<file path="config.mk">
export PLATFORM = sky130hd
export DESIGN_NAME = tick_timer_bank_flat
export DESIGN_NICKNAME = d
export VERILOG_FILES = /design/src/rtl/tick_timer_bank_if.sv /design/src/rtl/tick_timer_bank.sv /design/src/flat_wrapper.sv
export SDC_FILE = /design/constraint.sdc
export NUM_CORES = 1
export LEC_CHECK = 0
export BUFFER_PORTS_ARGS = -buffer_cell sky130_fd_sc_hd__buf_2
export CAP_MARGIN = 20
export CORE_UTILIZATION = 55
export DETAILED_ROUTE_END_ITERATION = 12
export PLACE_DENSITY_LB_ADDON = 0.1
export SKIP_LAST_GASP = 1
export SLEW_MARGIN = 10
export SYNTH_ARGS = -nofsm -noshare
export SYNTH_HDL_FRONTEND = slang
export SYNTH_SLANG_ARGS = --single-unit
</file>
<file path="constraint.sdc">
create_clock -name clk -period 8.35 [get_ports clk]
set_input_delay 0.4175 -clock clk [delete_from_list [all_inputs] [get_ports clk]]
set_output_delay 0.4175 -clock clk [all_outputs]
set_load 0.02 [all_outputs]
</file>
<file path="src/rtl/tick_timer_bank_if.sv">
// Purpose: control/status bundle between a tick_timer_bank and its user.
// Latency: n/a (wiring only).
// Backpressure: none; every strobe is sampled on the clk edge it is presented at.
// Ports: enable, cfg_* (config write), start/stop/done_clr (per-channel pulses),
//        rd_ch (count readback select) from master; tick/running/done/rd_count from slave.
interface tick_timer_bank_if #(
  parameter int N_CH  = 4,
  parameter int CNT_W = 26
);
  localparam int CH_W = (N_CH > 1) ? $clog2(N_CH) : 1;

  logic             enable;
  logic             cfg_we;
  logic [CH_W-1:0]  cfg_ch;
  logic [CNT_W-1:0] cfg_period;
  logic             cfg_oneshot;
  logic [N_CH-1:0]  start;
  logic [N_CH-1:0]  stop;
  logic [N_CH-1:0]  done_clr;
  logic [CH_W-1:0]  rd_ch;
  logic [N_CH-1:0]  tick;
  logic [N_CH-1:0]  running;
  logic [N_CH-1:0]  done;
  logic [CNT_W-1:0] rd_count;

  modport master (
    output enable, cfg_we, cfg_ch, cfg_period, cfg_oneshot,
    output start, stop, done_clr, rd_ch,
    input  tick, running, done, rd_count
  );

  modport slave (
    input  enable, cfg_we, cfg_ch, cfg_period, cfg_oneshot,
    input  start, stop, done_clr, rd_ch,
    output tick, running, done, rd_count
  );
endinterface

</file>
<file path="src/rtl/tick_timer_bank.sv">
// Purpose: bank of N_CH programmable periodic/one-shot tick generators.
// Latency: first tick registered one cycle after the P-th enabled edge following start.
// Backpressure: none; enable low freezes all channels, control strobes still act.
// Ports: clk, resetn (sync, active-low), bus (slave side of tick_timer_bank_if).
module tick_timer_bank #(
  parameter int          N_CH         = 4,
  parameter int          CNT_W        = 26,
  parameter int unsigned RESET_PERIOD = 50000000
) (
  input logic              clk,
  input logic              resetn,
  tick_timer_bank_if.slave bus
);
  localparam int CH_W = (N_CH > 1) ? $clog2(N_CH) : 1;

  typedef enum logic {IDLE = 1'b0, RUN = 1'b1} state_t;

  state_t           r_state  [N_CH];
  logic [CNT_W-1:0] r_count  [N_CH];
  logic [CNT_W-1:0] r_period [N_CH];
  logic [N_CH-1:0]  r_oneshot;
  logic [N_CH-1:0]  r_tick;
  logic [N_CH-1:0]  r_done;
  logic [N_CH-1:0]  w_running;
  logic [CNT_W-1:0] w_rd_count;

  always_ff @(posedge clk) begin
    if (!resetn) begin
      for (int i = 0; i < N_CH; i++) begin
        r_state[i]  <= IDLE;
        r_count[i]  <= '0;
        r_period[i] <= CNT_W'(RESET_PERIOD);
      end
      r_oneshot <= '0;
      r_tick    <= '0;
      r_done    <= '0;
    end else begin
      for (int i = 0; i < N_CH; i++) begin
        // Later assignments below override these defaults, which gives the
        // required priorities: stop over start, expiry set over done_clr.
        r_tick[i] <= 1'b0;
        if (bus.done_clr[i]) r_done[i] <= 1'b0;

        if (bus.stop[i]) begin
          r_state[i] <= IDLE;
        end else if (bus.start[i]) begin
          if (r_period[i] != '0) begin
            r_count[i] <= r_period[i] - CNT_W'(1);
            r_state[i] <= RUN;
            r_done[i]  <= 1'b0;
          end else if (r_state[i] == RUN) begin
            r_state[i] <= IDLE;
            r_done[i]  <= 1'b0;
          end
        end else if (r_state[i] == RUN && bus.enable) begin
          if (r_count[i] != '0) begin
            r_count[i] <= r_count[i] - CNT_W'(1);
          end else begin
            r_tick[i] <= 1'b1;
            if (r_oneshot[i]) begin
              r_state[i] <= IDLE;
              r_done[i]  <= 1'b1;
            end else if (r_period[i] != '0) begin
              r_count[i] <= r_period[i] - CNT_W'(1);
            end else begin
              // Period reprogrammed to 0 while running: reloading would
              // wrap the counter, so the channel parks instead.
              r_state[i] <= IDLE;
            end
          end
        end

        // Config lands at this edge; the start/reload above used the old period.
        if (bus.cfg_we && bus.cfg_ch == CH_W'(i)) begin
          r_period[i]  <= bus.cfg_period;
          r_oneshot[i] <= bus.cfg_oneshot;
        end
      end
    end
  end

  always_comb begin
    w_running  = '0;
    w_rd_count = '0;
    for (int i = 0; i < N_CH; i++) begin
      w_running[i] = (r_state[i] == RUN);
      // Out-of-range rd_ch matches no channel and reads back 0.
      if (bus.rd_ch == CH_W'(i)) w_rd_count = r_count[i];
    end
  end

  assign bus.tick     = r_tick;
  assign bus.running  = w_running;
  assign bus.done     = r_done;
  assign bus.rd_count = w_rd_count;
endmodule

</file>
<file path="src/flat_wrapper.sv">
// flat-port wrapper written by rule: the top's interface ports become plain ports
module tick_timer_bank_flat 
#(
  parameter int          N_CH         = 4,
  parameter int          CNT_W        = 26,
  parameter int unsigned RESET_PERIOD = 50000000
)
  (clk, resetn, bus_enable, bus_cfg_we, bus_cfg_ch, bus_cfg_period, bus_cfg_oneshot, bus_start, bus_stop, bus_done_clr, bus_rd_ch, bus_tick, bus_running, bus_done, bus_rd_count);
  tick_timer_bank_if #(.N_CH(N_CH), .CNT_W(CNT_W)) bus_i ();
  input logic clk;
  input logic resetn;
  input wire logic [$bits(bus_i.enable)-1:0] bus_enable;
  input wire logic [$bits(bus_i.cfg_we)-1:0] bus_cfg_we;
  input wire logic [$bits(bus_i.cfg_ch)-1:0] bus_cfg_ch;
  input wire logic [$bits(bus_i.cfg_period)-1:0] bus_cfg_period;
  input wire logic [$bits(bus_i.cfg_oneshot)-1:0] bus_cfg_oneshot;
  input wire logic [$bits(bus_i.start)-1:0] bus_start;
  input wire logic [$bits(bus_i.stop)-1:0] bus_stop;
  input wire logic [$bits(bus_i.done_clr)-1:0] bus_done_clr;
  input wire logic [$bits(bus_i.rd_ch)-1:0] bus_rd_ch;
  output wire logic [$bits(bus_i.tick)-1:0] bus_tick;
  output wire logic [$bits(bus_i.running)-1:0] bus_running;
  output wire logic [$bits(bus_i.done)-1:0] bus_done;
  output wire logic [$bits(bus_i.rd_count)-1:0] bus_rd_count;
  assign bus_i.enable = bus_enable;
  assign bus_i.cfg_we = bus_cfg_we;
  assign bus_i.cfg_ch = bus_cfg_ch;
  assign bus_i.cfg_period = bus_cfg_period;
  assign bus_i.cfg_oneshot = bus_cfg_oneshot;
  assign bus_i.start = bus_start;
  assign bus_i.stop = bus_stop;
  assign bus_i.done_clr = bus_done_clr;
  assign bus_i.rd_ch = bus_rd_ch;
  assign bus_tick = bus_i.tick;
  assign bus_running = bus_i.running;
  assign bus_done = bus_i.done;
  assign bus_rd_count = bus_i.rd_count;
  tick_timer_bank #(.N_CH(N_CH), .CNT_W(CNT_W), .RESET_PERIOD(RESET_PERIOD)) u_core (.clk(clk), .resetn(resetn), .bus(bus_i));
endmodule
</file>
==> flow_summary.toml <==
[timing]
hold_viol = 0
setup_ws_ns = 4.15
skew_ns = 0.0352
fin_setup_tns_ns = 0
min_period_over_period_pct = 50.4
fmax_mhz = 238
setup-violations-final = 0
tightest_slew_ns = 1.05
maxSlewHeadroom_pct = 29.6
min_period_ns = 4.20
drv_slew = 0
rsz0062_at_grt = "no"

[clock_network]
h-tree-depth = 1
cts-root-buf = "clkbuf_16"
cts_resized = 0
cts_tree = "done"
numCtsBuffers = 26
path_clk_slew_ns = 0.06
clock_sinks = 224
clk_path_buf_depth = 3
cts_setup_buffers = 0
cts_hold_buffers = 0
clk_latency_ns = 0.55

[yosys]
yosys.cell_types.count = 68
syn_nets = 1242
ys_seq_area_share_pct = 50.1
synth_fa_ha_area_share_pct = 1.52
synth_edf_count = 212
yosys.cell_count.top_type = "edfxtp_1"
synth_mux_area_share_pct = 4.83
synth.largest_area_cell = "edfxtp_1"
yosysTopAreaCellShare_pct = 48.2
synth-compound-area-share_pct = 7.50
yosys-top-cells-area = "edfxtp_1 48%, xnor2_1 8.8%, o22ai_1 4.6%"
ys.flop_type = "edfxtp_1"
synth_area_um2 = 13200
yosys_register_bits = 224
synth_cells = 1179
yosysWarnings = 0
synth_simple_gate_area_share_pct = 21.9
synth_common_cells = "212 x edfxtp_1, 133 x xnor2_1, 98 x nor2_1"
synth-xor-area-share_pct = 12.0
postSynthAreaPerCell_um2 = 11.2
ys_async_sr_fraction_pct = 0
synth_top_family_by_area = "simple AND/OR/NAND/NOR gates"

[placement]
gp_congestion = 0.963
dp_hpwl_mm = 29.5
dp_slack_ns = 4.24
numPortBuffers = 84

[hold_path]
hold_path.class = "in2reg"
min_from = "bus_stop[0]"
hold_path_depth = 2
min_to = "u_core.bus.done[0]"

[power_and_ir_drop]
fin_total_pwr_mw = 2.81
p_leak_nw = 4.74
max-vdd-ir-drop_mv = 0.161
p_per_area_nw_per_um2 = 191

[grt]
grt_start_max_net_pins = 28
grt_pass1_wl_mm = 58.7
overflow = 0
first_global_vias = 9437
gr-usage-all-layers_pct = 33.2
grt_antenna_before_repair = 5

[detailed_routing]
vias = 10100
wl_mm = 39.7
ant_nets = 0
dr.pass1.iters = 7
drc_errors = 0
avgRoutedWirePerCell_um = 24.8
via_per_inst = 6.34
drtIter0Drc = 1190

[floorplanning]
rows = 56
start_util_pct = 56.2
dieWidth_um = 157
die_h_um = 157
die_area_um2 = 24600
core_um2 = 23500
ioPinCount = 85

[critical_path]
reg2regPathDepth = 6
cp.arrival_ns = 4.46
path_class = "reg2reg"
worstPathMaxFanout = 27
r2r_slack_ns = 4.15
worst-endpoint-required_ns = 8.61
r2r-end = "u_core.r_count[1][24]"
setup.worst_path.end_class = "flip-flop"
startpoint_type = "flip-flop"
timing.rr.start = "u_core.r_count[1][19]"

[finish]
syn2layout_area_growth_pct = 11.3
layout-drive-gt1-share_pct = 15.4
layout.nets = 1320
fill_cells = 1921

[job]
cap_violations = 0

[outcome]
status = "finished clean"
cells by family (layout without fill, tap and decap cells):
| family | Yosys count | in the layout |
|---|---|---|
| and+or+nand+nor | 520 | 520 |
| DFF | 224 | 224 |
| xor gates and xnor gates | 181 | 181 |
| AOI/OAI and AO/OA | 141 | 141 |
| buffers and inverters | 66 | 163 |
| muxes | 31 | 31 |
| adders and majority gates | 16 | 16 |
| other | 0 | 5 |
per-layer routing:
metal | vias to the layer above | part of all wire (%) | GRT usage (%)
li1 | 4596 | - | -
met1 | 4917 | 41 | 47.9
met2 | 522 | 43 | 48.8
met3 | 110 | 11 | 4.90
met4 | 2 | 5.5 | 17.3
met5 | - | 0.035 | 0
worst max-delay path, cell delays in order (launching register included):
cell and delay (ns):
edfxtp_1 0.43, or4_4 0.60, or4_4 0.51, or3_4 0.42
or2b_1 0.86, nand3_1 0.66, buf_4 0.43
worst max-delay path by stage:
stage / cells after the start / slack (ns) / to / from
final: 6 / 4.15 / u_core.r_count[1][24] / u_core.r_count[1][19]
after global routing: 6 / 3.95 / u_core.r_count[3][8] / u_core.r_count[3][14]
after CTS: 6 / 4.20 / u_core.r_count[1][24] / u_core.r_count[1][19]
after detailed placement: 6 / 4.24 / u_core.r_count[1][22] / u_core.r_count[1][18]
after global placement: 5 / 4.25 / u_core.r_count[0][12] / u_core.r_count[0][14]
after floorplan: 7 / 4.86 / u_core.r_count[1][0] / u_core.r_period[1][10]
power breakdown:
part,internal (mW),switching (mW),leakage (nW),total [mW]
clock network,0.583,0.443,0.367,1.03
registers,1.32,0.108,2.26,1.43
logic,0.141,0.212,2.11,0.354
total,2.04,0.763,4.74,2.81
sequential cells by signal, summed over array words and instances (netlist names):
register and flops:
u_core.r_count 104, u_core.r_period 104, u_core.bus.done 4, u_core.bus.tick 4, u_core.r_oneshot 4, u_core.r_state 4
area by class of cell:
cell class                 instances  area, um2  share of cell area (%)
timing repair buffer              94        510                    3.48
inverter                          22       82.6                   0.562
multi-input combinational        889       6320                    43.0
clock buffer                      38        706                    4.80
sequential                       224       6610                    45.0
tap                              319        399                    2.72
clock inverter                     9       50.0                   0.341
antenna                            5       12.5                  0.0852
placed cells by master, fill, tap and decap left out, types with 5 or more instances in the layout:
cell type	count
or2_2	18
diode_2	5
xnor2_1	133
o22ai_2	7
clkinv_1	5
nand2b_1	45
nand4b_1	6
and2_1	61
nand2_1	50
nor3b_1	7
or4_1	19
nand4_1	6
nor4_1	34
ha_1	16
inv_1	22
o21ai_0	7
edfxtp_1	212
xor2_1	48
clkbuf_16	26
o22ai_1	96
buf_2	84
nor2b_1	8
nor2_1	98
buf_4	8
nor3_1	75
dfxtp_1	12
nand3_1	29
and3_1	9
mux4_2	26
or3_1	23
clkbuf_1	11
nand3b_1	9
through the flow:
stage | cells | cell area, um2 | util, % | hold WS (ns)
6_report | 1600 | 14700 | 62.6 | 0.183
5_1_grt | 1595 | 14700 | 62.5 | 0.188
4_1_cts | 1594 | 14700 | 62.5 | 0.173
3_5_place_dp | 1547 | 13900 | 59.2 | 0.516
3_3_place_gp | 1546 | 13900 | 59.2 | 0.504
2_1_floorplan | 1179 | 13200 | - | 0.478
Note: power is estimated with default switching activity, not from simulation.
